==> config.mk <==
export PLATFORM = sky130hd
export DESIGN_NAME = int_ack_seq
export DESIGN_NICKNAME = d
export VERILOG_FILES = /design/src/rtl/int_ack_seq.sv
export SDC_FILE = /design/constraint.sdc
export NUM_CORES = 1
export LEC_CHECK = 0
export CORE_UTILIZATION = 46
export CTS_BUF_LIST = sky130_fd_sc_hd__clkbuf_16
export DETAILED_ROUTE_END_ITERATION = 10
export HOLD_SLACK_MARGIN = 0.08
export PLACE_DENSITY = 0.78
export SLEW_MARGIN = 30
export SYNTH_ARGS = -nofsm -noshare
export SYNTH_HDL_FRONTEND = slang
export SYNTH_SLANG_ARGS = --single-unit
==> constraint.sdc <==
create_clock -name iClk -period 2.6 [get_ports iClk]
set_clock_uncertainty 0.15 [all_clocks]
set_input_delay 0.65 -clock iClk [delete_from_list [all_inputs] [get_ports iClk]]
set_output_delay 0.65 -clock iClk [all_outputs]
set_load 0.02 [all_outputs]
==> src/rtl/int_ack_seq.sv <==
// Interrupt acknowledge sequencer: INTA handshake, vector capture, then IP/CS fetch from the vector table.
// Define INTA_NMI_EN to add the iNmi port and rising-edge NMI servicing through vector 2.
module int_ack_seq #(
  parameter int unsigned TIMEOUT      = 4,
  parameter logic [7:0]  SPURIOUS_VEC = 8'h0F
) (
  input  logic        iClk,
  input  logic        iRst,
  input  logic        iIntr,
  input  logic        iIf,
  input  logic        iBoundary,
  output logic        oIntAck,
  input  logic        iSel,
  input  logic [7:0]  iData,
  output logic        oMemReq,
  output logic [19:0] oMemAddr,
  input  logic        iMemAck,
  input  logic [15:0] iMemData,
  output logic        oBusy,
  output logic        oVecValid,
  output logic [7:0]  oVec,
  output logic [15:0] oIp,
  output logic [15:0] oCs
`ifdef INTA_NMI_EN
  ,
  input  logic        iNmi
`endif
);

  localparam logic [2:0] IDLE    = 3'd0;
  localparam logic [2:0] ACK     = 3'd1;
  localparam logic [2:0] WAITVEC = 3'd2;
  localparam logic [2:0] RDIP    = 3'd3;
  localparam logic [2:0] GAP     = 3'd4;
  localparam logic [2:0] RDCS    = 3'd5;
  localparam logic [2:0] DONE    = 3'd6;

  // Counter value seen in the final WAITVEC cycle before the spurious vector is forced.
  localparam logic [3:0] TIMEOUT_LAST = 4'(TIMEOUT - 1);
  localparam logic [7:0] NMI_VEC      = 8'h02;

  logic [2:0]  state;
  logic [2:0]  stateNext;
  logic [3:0]  timeoutCnt;
  logic [3:0]  timeoutCntNext;
  logic [7:0]  vecReg;
  logic [7:0]  vecNext;
  logic [15:0] ipReg;
  logic [15:0] ipNext;
  logic [15:0] csReg;
  logic [15:0] csNext;
  logic [19:0] addrNext;

`ifdef INTA_NMI_EN
  logic nmiPrev;
  logic nmiPend;
  logic nmiValid;
  logic nmiTake;

  // An edge in the current IDLE cycle counts immediately, so a fresh NMI beats a concurrent INTR.
  assign nmiValid = nmiPend | (iNmi & ~nmiPrev);

  always_ff @(posedge iClk) begin
    if (iRst) begin
      nmiPrev <= 1'b0;
      nmiPend <= 1'b0;
    end else begin
      nmiPrev <= iNmi;
      nmiPend <= nmiValid & ~nmiTake;
    end
  end
`endif

  always_comb begin
    // NOTE: every combinational output gets a default first, so no path leaves it unassigned and no latch is inferred.
    stateNext      = state;
    timeoutCntNext = timeoutCnt;
    vecNext        = vecReg;
    ipNext         = ipReg;
    csNext         = csReg;
`ifdef INTA_NMI_EN
    nmiTake        = 1'b0;
`endif
    case (state)
      IDLE: begin
`ifdef INTA_NMI_EN
        if (nmiValid && iBoundary) begin
          vecNext   = NMI_VEC;
          nmiTake   = 1'b1;
          stateNext = RDIP;
        end else
`endif
        if (iIntr && iIf && iBoundary) begin
          stateNext = ACK;
        end
      end
      ACK: begin
        timeoutCntNext = 4'd0;
        stateNext      = WAITVEC;
      end
      WAITVEC: begin
        // A real vector arriving in the last timeout cycle still takes precedence.
        if (iSel) begin
          vecNext   = iData;
          stateNext = RDIP;
        end else if (timeoutCnt == TIMEOUT_LAST) begin
          vecNext   = SPURIOUS_VEC;
          stateNext = RDIP;
        end else begin
          timeoutCntNext = timeoutCnt + 4'd1;
        end
      end
      RDIP: begin
        if (iMemAck) begin
          ipNext    = iMemData;
          stateNext = GAP;
        end
      end
      GAP: begin
        stateNext = RDCS;
      end
      RDCS: begin
        if (iMemAck) begin
          csNext    = iMemData;
          stateNext = DONE;
        end
      end
      DONE: begin
        stateNext = IDLE;
      end
      default: begin
        stateNext = IDLE;
      end
    endcase
  end

  // Address follows the state being entered so it is registered alongside oMemReq.
  always_comb begin
    addrNext = oMemAddr;
    if (stateNext == RDIP) begin
      addrNext = {10'b0, vecNext, 2'b00};
    end else if (stateNext == RDCS) begin
      addrNext = {10'b0, vecReg, 2'b10};
    end
  end

  always_ff @(posedge iClk) begin
    if (iRst) begin
      state      <= IDLE;
      timeoutCnt <= 4'd0;
      vecReg     <= 8'h00;
      ipReg      <= 16'h0000;
      csReg      <= 16'h0000;
      oIntAck    <= 1'b0;
      oMemReq    <= 1'b0;
      oMemAddr   <= 20'h00000;
      oBusy      <= 1'b0;
      oVecValid  <= 1'b0;
      oVec       <= 8'h00;
      oIp        <= 16'h0000;
      oCs        <= 16'h0000;
    end else begin
      // NOTE: sequential state uses non-blocking assignments so every register samples pre-edge values.
      state      <= stateNext;
      timeoutCnt <= timeoutCntNext;
      vecReg     <= vecNext;
      ipReg      <= ipNext;
      csReg      <= csNext;
      oIntAck    <= (stateNext == ACK);
      oMemReq    <= (stateNext == RDIP) || (stateNext == RDCS);
      oMemAddr   <= addrNext;
      oBusy      <= (stateNext != IDLE);
      oVecValid  <= (stateNext == DONE);
      // Visible results change only together with the valid pulse.
      if (stateNext == DONE) begin
        oVec <= vecReg;
        oIp  <= ipReg;
        oCs  <= csNext;
      end
    end
  end

endmodule

==> results.md <==
- In this run, post-CTS hold repair placed 0 buffers.
- The startpoint type of the worst setup path is a primary input.
- For this run, the slowest stage of the critical path takes 0.65 ns.
- Yosys printed 0 warnings.
- The detailed placer's ending HPWL is 5190 um.
- In the global route stage, overall resource usage came out at 0.2122.
- The most critical setup path has its endpoint at oMemAddr[4].
- Once the clock tree was built, the resizer swapped 0 gates to a different size.
- Clock tree synthesis selected as its root buffer the cell sky130_fd_sc_hd__clkbuf_16.
- The later pin in the worst-skew pair is clocked with a latency of 0.33 ns.
- The wire length reported by the detailed router is 7551 um.
- For this run, the leading register cell type out of synthesis is sky130_fd_sc_hd__dfxtp_1.
- Global routing finished with a remaining overflow of 0.
- The cell row count is 30.
- The number of fillers in the final layout is 584.
- In this run the static leakage power is 1.533 nW.
- The final number of hold-violating endpoints is 0.
- After clock tree synthesis, the clock-pin slew on the worst setup and hold paths is 0.06 ns.
- Compared with the post-synthesis result, the final layout area differs by 36.56%.
- The routed via count divided by cell count is 5.050.
- The antenna diode instance count is 0.
- The post-synthesis instance area is 3258 um^2.
- The total of endpoints with negative setup slack in the final report is 0.
- The capturing element type of the critical path is a flop.
- The critical path goes through clkdlybuf4s50_1 > and2_1 > or4_1 > o211ai_1.
- The violation count after the first detailed-routing iteration is 187.
- The number of different library cells used by synthesis comes to 42.
- The time the final worst path needs with I/O delays and setup is 2.197 ns.
- For the worst flop-to-flop path, the logic depth is 5.
- Before antenna repair, the detailed router went through 5 iterations.
- The capture point of the worst reg-to-reg path is oMemAddr[6].
- The last weighted congestion value of the routability-driven placer is 0.8346.
- Entering global routing, the biggest net connects 50 pins.
- In this run, CTS created clock tree buffers numbering 9.
- The floorplan step defined a die boundary enclosing 7424 um^2.
- The flip-flop and latch count after synthesis is 84.
- The starting density of the core is 0.4769.
- The peak fanout along the critical path is 8.
- The number of nets with antenna violations after detailed routing is 0.
- Measured on the finished design, the core utilization comes to 0.6513.
- The beginning of the worst register-to-register path is timeoutCnt[0].
- The run finished with clean final reports.
- The via count of the first global-routing pass is 2565.
- For this run, the register share of the synthesized area comes to 0.5161.
- At the pin with the least slew margin, the transition time is 0.5206 ns.
- The worst hold-check path type is flop to flop.
- For this run, design rule violations remaining after detail routing come to 0.
- The power density over cell area is 627.8 nW/um^2.
- Across the VDD grid, the largest voltage drop is 0.3531 mV.
- The most frequent standard cell in the layout excluding fill and tap cells is sky130_fd_sc_hd__nand2_1.
- From left edge to right edge, the die measures 86.16 um.
- The arrival time reported for the critical path endpoint is 2.29 ns.
- In the finished design, the share of the clock period the worst path needs comes to 0.8451.
- Setup repair after global routing left no endpoint under its margin.
- The reported max-cap violation count is 0.
- The number of buffer cells added on primary ports is 83.
- The global-route wire length before repair is 12310 um.
- The core region is 6832 um^2.
- The number of instances in the synthesized netlist is 400.
- Setup total negative slack on the finished layout was measured at 0 ns.
- The clock tree from TritonCTS is done.
- The number of stages on the worst hold path is 2.
- The number of vias after detailed routing is 2909.
- In this run, synthesis inferred 0 flip-flops with an integrated enable.
- The number of antenna violations at the first check in global routing came to 0.
- The H-tree was split into 3 levels.
- The count of pins over their slew limit is 0.
- The number of nets in the layout is 507.
- The layout cell share with drive strength beyond 1 is 0.07083.
- For the worst setup path, the data required time is 2.69 ns.
- The kind of critical path is primary input to flop.
- The setup slack on the worst flop-to-flop path is 0.53 ns.
- The async set-or-reset flop fraction in the synthesized netlist is 0.
- The critical-path cell with the highest stage delay is sky130_fd_sc_hd__or4_1.
- Post-CTS timing repair inserted 0 buffers for setup.
- The clock passes through at most 2 buffers.
- The top cell types in the final layout, fill and taps aside, are sky130_fd_sc_hd__nand2_1, sky130_fd_sc_hd__dfxtp_1, sky130_fd_sc_hd__clkdlybuf4s50_1.
- The I/O pin count is 95.
- The overall die height is 86.16 um.
- The clock sink count is 84.
- The source of the critical timing path is iMemAck.
- Dividing the detail-routed wire length by the instance count gives 13.11 um.
- The synthesized area per cell is 8.145 um^2.
- The worst pin sits at a relative slew slack of 0.6506.
- The final hold slack is 0.3020 ns.
- Static timing analysis puts the maximum clock frequency at 455.1 MHz.
-- worst max-delay path: cells and delay by family --
family	cells	cell delay (ns)
buffers and inverters	1	0.51
AOI/OAI and AO/OA	1	0.25
and+or+nand+nor	2	0.89
-- area by class of cell --
cell class / count / area, um^2 / share of cell area
sequential: 84 / 1682 / 0.3780
clock buffer: 9 / 225.2 / 0.05062
clock inverter: 7 / 90.09 / 0.02025
inverter: 7 / 26.28 / 0.005906
tap: 96 / 120.1 / 0.02700
timing repair buffer: 92 / 918.4 / 0.2064
multi-input combinational: 281 / 1388 / 0.3119
-- per-layer routing --
layer,wire (um),part of all wire,vias up,global-route usage
met3,281,0.037,10,0.04716
met5,0,0,-,0
met4,107,0.014,0,0.07879
met1,3442,0.46,1370,0.2722
met2,3720,0.49,68,0.3492
li1,-,-,1461,-
-- logic make-up (layout without fill, tap and decap cells) --
group                    Yosys count  count (layout)  share of synthesized area
AND/OR/NAND/NOR                  173             173                     0.2346
AO/OA/AOI/OAI                     95              95                     0.1713
flip-flops                        84              84                     0.5161
buffers and inverters             45             115                    0.07028
adder cells (fa/ha/maj)            1               1                   0.003840
other                              1              11                   0.001151
XOR/XNOR                           1               1                   0.002689
-- through the flow --
| stage | total power [W] | instances | setup slack (ns) | area (um^2) |
|---|---|---|---|---|
| 6_report | 0.002793 | 576 | 0.4028 | 4449 |
| 5_1_grt | 0.002889 | 576 | 0.3325 | 4449 |
| 4_1_cts | 0.002811 | 576 | 0.4038 | 4449 |
| 3_5_place_dp | 0.001487 | 560 | 0.04774 | 4134 |
| 3_3_place_gp | 0.001484 | 560 | 0.1446 | 4134 |
| 2_1_floorplan | 0.001427 | 410 | 0.7979 | 3296 |
-- Yosys cell counts (2+ instances only) --
library cell | count | area [um^2]
sky130_fd_sc_hd__o211ai_1 | 5 | 37.54
sky130_fd_sc_hd__clkbuf_1 | 16 | 60.06
sky130_fd_sc_hd__o21ai_0 | 5 | 25.02
sky130_fd_sc_hd__nand2_1 | 124 | 465.5
sky130_fd_sc_hd__a22oi_1 | 5 | 37.54
sky130_fd_sc_hd__nand2b_1 | 2 | 12.51
sky130_fd_sc_hd__o22ai_1 | 4 | 25.02
sky130_fd_sc_hd__nor3b_2 | 3 | 37.54
sky130_fd_sc_hd__nand4_1 | 2 | 12.51
sky130_fd_sc_hd__inv_1 | 7 | 26.28
sky130_fd_sc_hd__a21oi_1 | 61 | 305.3
sky130_fd_sc_hd__or3_1 | 2 | 12.51
sky130_fd_sc_hd__o221ai_1 | 4 | 35.03
sky130_fd_sc_hd__nor3_1 | 6 | 30.03
sky130_fd_sc_hd__nand3_1 | 3 | 15.01
sky130_fd_sc_hd__nor2b_1 | 6 | 37.54
sky130_fd_sc_hd__buf_2 | 9 | 45.04
sky130_fd_sc_hd__nor2_1 | 14 | 52.55
sky130_fd_sc_hd__o21ai_1 | 2 | 10.01
sky130_fd_sc_hd__a31oi_1 | 2 | 12.51
sky130_fd_sc_hd__dfxtp_1 | 84 | 1682
sky130_fd_sc_hd__buf_4 | 13 | 97.59
sky130_fd_sc_hd__and3_1 | 2 | 12.51
-- registers in the layout, summed over array words and instances (netlist names) --
register and count:
oMemReq 1, oCs 16, oVec 8, vecReg 8, oIp 16, oIntAck 1
state 3, timeoutCnt 4, oVecValid 1, ipReg 16, oMemAddr 9, oBusy 1
-- where the power goes --
| part | total, W | internal [W] | switching (W) |
|---|---|---|---|
| clock | 0.00133 | 0.000837 | 0.000496 |
| sequential | 0.00131 | 0.00130 | 0.0000114 |
| combinational | 0.000151 | 0.0000693 | 0.0000820 |
| total | 0.00279 | 0.00220 | 0.000589 |
-- worst min-delay path by stage --
stage / from / end
after floorplan: ipReg[2] / oIp[2]
after global placement: ipReg[4] / oIp[4]
after detailed placement: ipReg[3] / oIp[3]
after CTS: ipReg[3] / oIp[3]
after global routing: oIp[11] / oIp[11]
final: ipReg[3] / oIp[3]
No activity file was read; power rests on OpenSTA's default activity.
